===== src/rtl/ram_fifo_ctrl_if.sv =====
// Bus bundle between the FIFO user, ram_fifo_ctrl and the 16x8 dual-port RAM.
// RAM_FIFO_ERR_EN adds the sticky overflow/underflow flags.
interface ram_fifo_ctrl_if #(
  parameter int unsigned ADDR_WIDTH = 4,
  parameter int unsigned DATA_WIDTH = 8
);
  logic                  wr_en;
  logic [DATA_WIDTH-1:0] wr_data;
  logic                  full;
  logic                  rd_en;
  logic [DATA_WIDTH-1:0] rd_data;
  logic                  rd_valid;
  logic                  empty;
  logic [ADDR_WIDTH:0]   count;
  logic                  mem_w_en;
  logic [ADDR_WIDTH-1:0] mem_w_addr;
  logic [DATA_WIDTH-1:0] mem_w_data;
  logic                  mem_r_en;
  logic [ADDR_WIDTH-1:0] mem_r_addr;
  logic [DATA_WIDTH-1:0] mem_r_data;
`ifdef RAM_FIFO_ERR_EN
  logic                  overflow;
  logic                  underflow;
`endif

  // slave is the controller; master is its surroundings (FIFO user plus RAM)
  modport slave (
    input  wr_en, wr_data, rd_en, mem_r_data,
    output full, rd_data, rd_valid, empty, count,
    output mem_w_en, mem_w_addr, mem_w_data, mem_r_en, mem_r_addr
`ifdef RAM_FIFO_ERR_EN
    , output overflow, underflow
`endif
  );

  modport master (
    output wr_en, wr_data, rd_en, mem_r_data,
    input  full, rd_data, rd_valid, empty, count,
    input  mem_w_en, mem_w_addr, mem_w_data, mem_r_en, mem_r_addr
`ifdef RAM_FIFO_ERR_EN
    , input overflow, underflow
`endif
  );
endinterface


===== src/rtl/ram_fifo_ctrl.sv =====
// Synchronous FIFO controller fronting a dual-port RAM with 1-cycle registered read.
// Optional macro RAM_FIFO_ERR_EN adds sticky overflow/underflow flags.
module ram_fifo_ctrl #(
  parameter int unsigned ADDR_WIDTH = 4,
  parameter int unsigned DATA_WIDTH = 8
) (
  input  logic            clk,
  input  logic            rst,
  ram_fifo_ctrl_if.slave  fifo_if
);
  localparam int unsigned DEPTH = 2 ** ADDR_WIDTH;
  localparam int unsigned CW    = ADDR_WIDTH + 1;

  logic [ADDR_WIDTH-1:0] r_wr_ptr;
  logic [ADDR_WIDTH-1:0] r_rd_ptr;
  logic [CW-1:0]         r_count;
  logic                  r_empty;
  logic                  r_full;
  logic                  r_rd_valid;
  logic                  w_push_ok;
  logic                  w_pop_ok;
  logic [CW-1:0]         w_count_next;
  logic [DATA_WIDTH-1:0] w_rd_data;

  // Accept decisions use the registered flags; reset suppresses both strobes
  assign w_push_ok = fifo_if.wr_en & ~r_full  & ~rst;
  assign w_pop_ok  = fifo_if.rd_en & ~r_empty & ~rst;

  always_comb begin
    w_count_next = r_count;
    case ({w_push_ok, w_pop_ok})
      2'b10:   w_count_next = r_count + CW'(1);
      2'b01:   w_count_next = r_count - CW'(1);
      default: w_count_next = r_count;
    endcase
  end

  always_ff @(posedge clk) begin
    if (rst) begin
      r_wr_ptr   <= '0;
      r_rd_ptr   <= '0;
      r_count    <= '0;
      r_empty    <= 1'b1;
      r_full     <= 1'b0;
      r_rd_valid <= 1'b0;
    end else begin
      if (w_push_ok) r_wr_ptr <= r_wr_ptr + ADDR_WIDTH'(1);
      if (w_pop_ok)  r_rd_ptr <= r_rd_ptr + ADDR_WIDTH'(1);
      r_count    <= w_count_next;
      r_empty    <= (w_count_next == CW'(0));
      r_full     <= (w_count_next == CW'(DEPTH));
      r_rd_valid <= w_pop_ok;
    end
  end

  // RAM registers read data on the pop edge, so it lines up with r_rd_valid
  assign w_rd_data          = fifo_if.mem_r_data;
  assign fifo_if.rd_data    = w_rd_data;
  assign fifo_if.rd_valid   = r_rd_valid;
  assign fifo_if.empty      = r_empty;
  assign fifo_if.full       = r_full;
  assign fifo_if.count      = r_count;
  assign fifo_if.mem_w_en   = w_push_ok;
  assign fifo_if.mem_w_addr = r_wr_ptr;
  assign fifo_if.mem_w_data = fifo_if.wr_data;
  assign fifo_if.mem_r_en   = w_pop_ok;
  assign fifo_if.mem_r_addr = r_rd_ptr;

`ifdef RAM_FIFO_ERR_EN
  logic r_overflow;
  logic r_underflow;

  // Sticky until reset; rejected requests still leave state untouched
  always_ff @(posedge clk) begin
    if (rst) begin
      r_overflow  <= 1'b0;
      r_underflow <= 1'b0;
    end else begin
      if (fifo_if.wr_en & r_full)  r_overflow  <= 1'b1;
      if (fifo_if.rd_en & r_empty) r_underflow <= 1'b1;
    end
  end

  assign fifo_if.overflow  = r_overflow;
  assign fifo_if.underflow = r_underflow;
`endif
endmodule


===== src/flat_wrapper.sv =====
// flat-port wrapper written by rule: the top's interface ports become plain ports
module ram_fifo_ctrl_flat 
#(
  parameter int unsigned ADDR_WIDTH = 4,
  parameter int unsigned DATA_WIDTH = 8
)
  (clk, rst, fifo_if_wr_en, fifo_if_wr_data, fifo_if_rd_en, fifo_if_mem_r_data, fifo_if_full, fifo_if_rd_data, fifo_if_rd_valid, fifo_if_empty, fifo_if_count, fifo_if_mem_w_en, fifo_if_mem_w_addr, fifo_if_mem_w_data, fifo_if_mem_r_en, fifo_if_mem_r_addr);
  ram_fifo_ctrl_if #(.ADDR_WIDTH(ADDR_WIDTH), .DATA_WIDTH(DATA_WIDTH)) fifo_if_i ();
  input  logic clk;
  input  logic rst;
  input wire logic [$bits(fifo_if_i.wr_en)-1:0] fifo_if_wr_en;
  input wire logic [$bits(fifo_if_i.wr_data)-1:0] fifo_if_wr_data;
  input wire logic [$bits(fifo_if_i.rd_en)-1:0] fifo_if_rd_en;
  input wire logic [$bits(fifo_if_i.mem_r_data)-1:0] fifo_if_mem_r_data;
  output wire logic [$bits(fifo_if_i.full)-1:0] fifo_if_full;
  output wire logic [$bits(fifo_if_i.rd_data)-1:0] fifo_if_rd_data;
  output wire logic [$bits(fifo_if_i.rd_valid)-1:0] fifo_if_rd_valid;
  output wire logic [$bits(fifo_if_i.empty)-1:0] fifo_if_empty;
  output wire logic [$bits(fifo_if_i.count)-1:0] fifo_if_count;
  output wire logic [$bits(fifo_if_i.mem_w_en)-1:0] fifo_if_mem_w_en;
  output wire logic [$bits(fifo_if_i.mem_w_addr)-1:0] fifo_if_mem_w_addr;
  output wire logic [$bits(fifo_if_i.mem_w_data)-1:0] fifo_if_mem_w_data;
  output wire logic [$bits(fifo_if_i.mem_r_en)-1:0] fifo_if_mem_r_en;
  output wire logic [$bits(fifo_if_i.mem_r_addr)-1:0] fifo_if_mem_r_addr;
  assign fifo_if_i.wr_en = fifo_if_wr_en;
  assign fifo_if_i.wr_data = fifo_if_wr_data;
  assign fifo_if_i.rd_en = fifo_if_rd_en;
  assign fifo_if_i.mem_r_data = fifo_if_mem_r_data;
  assign fifo_if_full = fifo_if_i.full;
  assign fifo_if_rd_data = fifo_if_i.rd_data;
  assign fifo_if_rd_valid = fifo_if_i.rd_valid;
  assign fifo_if_empty = fifo_if_i.empty;
  assign fifo_if_count = fifo_if_i.count;
  assign fifo_if_mem_w_en = fifo_if_i.mem_w_en;
  assign fifo_if_mem_w_addr = fifo_if_i.mem_w_addr;
  assign fifo_if_mem_w_data = fifo_if_i.mem_w_data;
  assign fifo_if_mem_r_en = fifo_if_i.mem_r_en;
  assign fifo_if_mem_r_addr = fifo_if_i.mem_r_addr;
  ram_fifo_ctrl #(.ADDR_WIDTH(ADDR_WIDTH), .DATA_WIDTH(DATA_WIDTH)) u_core (.clk(clk), .rst(rst), .fifo_if(fifo_if_i));
endmodule

===== config.mk =====
export PLATFORM = sky130hd
export DESIGN_NAME = ram_fifo_ctrl_flat
export DESIGN_NICKNAME = d
export VERILOG_FILES = /design/src/rtl/ram_fifo_ctrl_if.sv /design/src/rtl/ram_fifo_ctrl.sv /design/src/flat_wrapper.sv
export SDC_FILE = /design/constraint.sdc
export NUM_CORES = 1
export LEC_CHECK = 0
export ABC_CLOCK_PERIOD_IN_PS = 2510
export CORE_ASPECT_RATIO = 0.8
export CORE_MARGIN = 10
export CORE_UTILIZATION = 35
export CTS_CLUSTER_SIZE = 20
export DETAILED_ROUTE_END_ITERATION = 8
export HOLD_SLACK_MARGIN = 0.08
export PLACE_DENSITY_LB_ADDON = 0.12
export SYNTH_ARGS = -nofsm -noshare
export SYNTH_HDL_FRONTEND = slang
export SYNTH_SLANG_ARGS = --single-unit

===== constraint.sdc =====
create_clock -name clk -period 2.51 [get_ports clk]
set_clock_uncertainty 0.1 [all_clocks]
set_input_delay 0.251 -clock clk [delete_from_list [all_inputs] [get_ports clk]]
set_output_delay 0.251 -clock clk [all_outputs]
set_load 0.01 [all_outputs]

==> impl_metrics.tcl, run 1 <==
set metrics [dict create \
    async_reset_ff_share_pct 0 \
    tritoncts "built" \
    crit_fanout 5 \
    place_congestion 0.8028 \
    p_per_area_nw_per_um2 469.0 \
    wl_met1_um 990 \
    hp-start "fifo_if_rd_en" \
    ys_warn_count 0 \
    die_h_um 67.14 \
    leakage_nw 0.5078 \
    row_count 17 \
    setup_viol 0 \
    ys_seq_elements 16 \
    grt_start_max_net_pins 11 \
    layout-drive-gt1-share_pct 15.63 \
    cts-root-buf "clkbuf_4" \
    grt_overflow_total 0 \
    clk_pin_slew_ns 0.09 \
    initial_core_util_pct 35.99 \
    fin_crit_sh_pct 91.84 \
    clk_latency_ns 0.29 \
    core_um2 2701 \
    ir_worst_vdd_uv 225.5 \
    path_buf_inv 1 \
    fmax_mhz 433.8 \
    status "finished clean" \
    syn_nets 137 \
    drt-initial-drc-count 10 \
    yosys_most_used_dff "dfxtp_1" \
    critPathLaunch "fifo_if_wr_en" \
    path_class "in -> reg" \
    io_buffers 21 \
    period_needed_ns 2.305 \
    cp-start-kind "input pin" \
    synthesis.area_um2 972.2 \
    routed-wl-met3_um 330 \
    yosysSeqAreaShare_pct 32.95 \
    cp_slowest_stage_delay_ns 0.47 \
    relSlewSlack_pct 77.88 \
    synth.avg_cell_area_um2 8.680 \
    drv_cap 0 \
    grt_antenna_before_repair 0 \
    grt_usage_pct 9.245 \
    dieArea_um2 5299 \
    cp.required_ns 2.61 \
    drc 0 \
    critPathCaptureType "flop" \
    power.total_w 0.0005680 \
    clk_path_buf_depth 2 \
    cts.repair.resized 0 \
    utilization_pct 44.84 \
    synthToLayoutAreaGrowth_pct 24.58 \
    rsz0062_at_grt "false" \
    arrival_ns 2.40 \
    die_w_um 78.93 \
    ioPinCount 54 \
    wl_met2_mm 1.072 \
    r2r_slack_ns 0.23 \
    yosysUniqueCellTypes 31 \
    synth_edf_count 0 \
    drt-total-wl_mm 2.403 \
    drv_slew 0 \
    rr_startpoint "u_core.fifo_if.empty" \
    wire_per_inst_um 14.48 \
    topRoutingLayerUsed "met4" \
    via_per_inst 4.819 \
    cts_setup_buffers 0 \
    postRouteAntennaNets 0 \
    syn-instance-count 112 \
    htreeDepth 1 \
    cpMaxStageDelayCell "clkdlybuf4s50_1" \
    hold_buffers 0 \
    hold_viol 0 \
    cts_buffers 3 \
    tightest_slew_ns 0.3313 \
    path_cells "clkdlybuf4s50_1, nor2b_1, nand2b_1, ha_1, a21o_1, a32oi_1, o211ai_1, xor2_1, nor4bb_1" \
    grt_pass1_vias 825 \
    num_antenna_cells 0 \
    grt_pass1_wl_mm 3.891 \
    final_nets 155 \
    crit_family "compound AO/OA/AOI/OAI gates" \
    first_pass_iters 4 \
    cts.sinks 16 \
    min_path_type "in -> reg" \
    dp_hpwl_mm 1.969 \
    vias 800 \
]
[cell families (layout without fill, tap and decap cells)]
logic type | Yosys count | after routing | synth area share, %
AO/OA/AOI/OAI | 17 | 17 | 12.23
XOR/XNOR | 10 | 10 | 9.010
adder cells (fa/ha/maj) | 5 | 5 | 6.435
buffers and inverters | 25 | 41 | 16.73
flip-flops | 16 | 16 | 32.95
multiplexers | 3 | 3 | 3.089
AND/OR/NAND/NOR | 36 | 36 | 19.56
[metrics by stage]
stage                     cell area [µm²]  setup TNS (ns)  std cells  hold slack, ns  worst slack, ns
final                                1211               0        166          0.1869           0.2047
after global routing                 1211               0        166          0.2075          0.03051
after CTS                            1202               0        166          0.4021          0.07414
after detailed placement             1180         -0.5252        163          0.4018          -0.2470
after global placement               1180         -0.2818        163          0.3887          -0.1747
after floorplan                     972.2               0        112          0.3170           0.2991
[registers in the layout (all words and copies together), names as in the netlist]
register / cells
u_core.fifo_if.empty: 1
u_core.fifo_if.rd_valid: 1
u_core.fifo_if.mem_r_addr: 4
u_core.fifo_if.count: 5
u_core.fifo_if.mem_w_addr: 4
u_core.fifo_if.full: 1
[per-layer routing]
layer  GRT usage [%]  up-vias
met5               0        -
met2           14.86       37
li1                -      391
met1           9.665      369
met4           2.679        0
met3           6.499        3
[Yosys cell counts (all sizes together), types with 2 or more instances]
cell / n / area [µm²]
nor2: 14 / 52.55
mux2i: 3 / 30.03
buf: 18 / 136.4
xnor2: 3 / 26.28
nor3b: 3 / 33.78
dfxtp: 16 / 320.3
nand4: 2 / 12.51
ha: 5 / 62.56
clkbuf: 3 / 11.26
nand2: 7 / 26.28
nor2b: 4 / 25.02
nand2b: 3 / 18.77
o21ai: 2 / 10.01
a21oi: 6 / 30.03
inv: 4 / 15.01
xor2: 7 / 61.31
[cell type report]
type	instances	area, µm²
Multi-Input combinational cell	71	493.0
Clock buffer	3	22.52
Tap cell	38	47.55
Timing Repair Buffer	34	312.8
Sequential cell	16	320.3
Fill cell	297	1490
Inverter	4	15.01
[power breakdown]
| group | total (W) | leakage, nW | switching [W] | internal (W) |
|---|---|---|---|---|
| Sequential | 0.000289 | 0.130 | 0.0000206 | 0.000268 |
| Clock | 0.000135 | 0.0138 | 0.0000789 | 0.0000558 |
| Combinational | 0.000145 | 0.364 | 0.0000640 | 0.0000807 |
| Total | 0.000568 | 0.508 | 0.000164 | 0.000404 |
[worst paths after layout]
kind / endpoint / depth (start not counted)
hold reg to reg: u_core.fifo_if.mem_w_addr[1] / 2
hold / removal: u_core.fifo_if.rd_valid / 2
setup reg to reg: u_core.fifo_if.full / 11
setup / recovery: u_core.fifo_if.full / 9
[cell usage in the layout, fill, tap and decap left out, types with 4 or more instances in the layout]
| cell type | instances |
|---|---|
| clkdlybuf4s50_1 | 19 |
| inv_1 | 4 |
| buf_4 | 13 |
| xor2_1 | 7 |
| a21oi_1 | 5 |
| ha_1 | 5 |
| nand2_1 | 7 |
| dfxtp_1 | 16 |
| nor2_1 | 14 |
| nor2b_1 | 4 |
Note: power is estimated with default switching activity, not from simulation.
==> run 2, diff against run 1 <==
--- a/config.mk
+++ b/config.mk
@@ -16,3 +16,4 @@
 export SYNTH_ARGS = -nofsm -noshare
 export SYNTH_HDL_FRONTEND = slang
 export SYNTH_SLANG_ARGS = --single-unit
+export TNS_END_PERCENT = 1
==> results of run 2 <==
The final DEF is identical to that of run 1; final timing and power are the same.
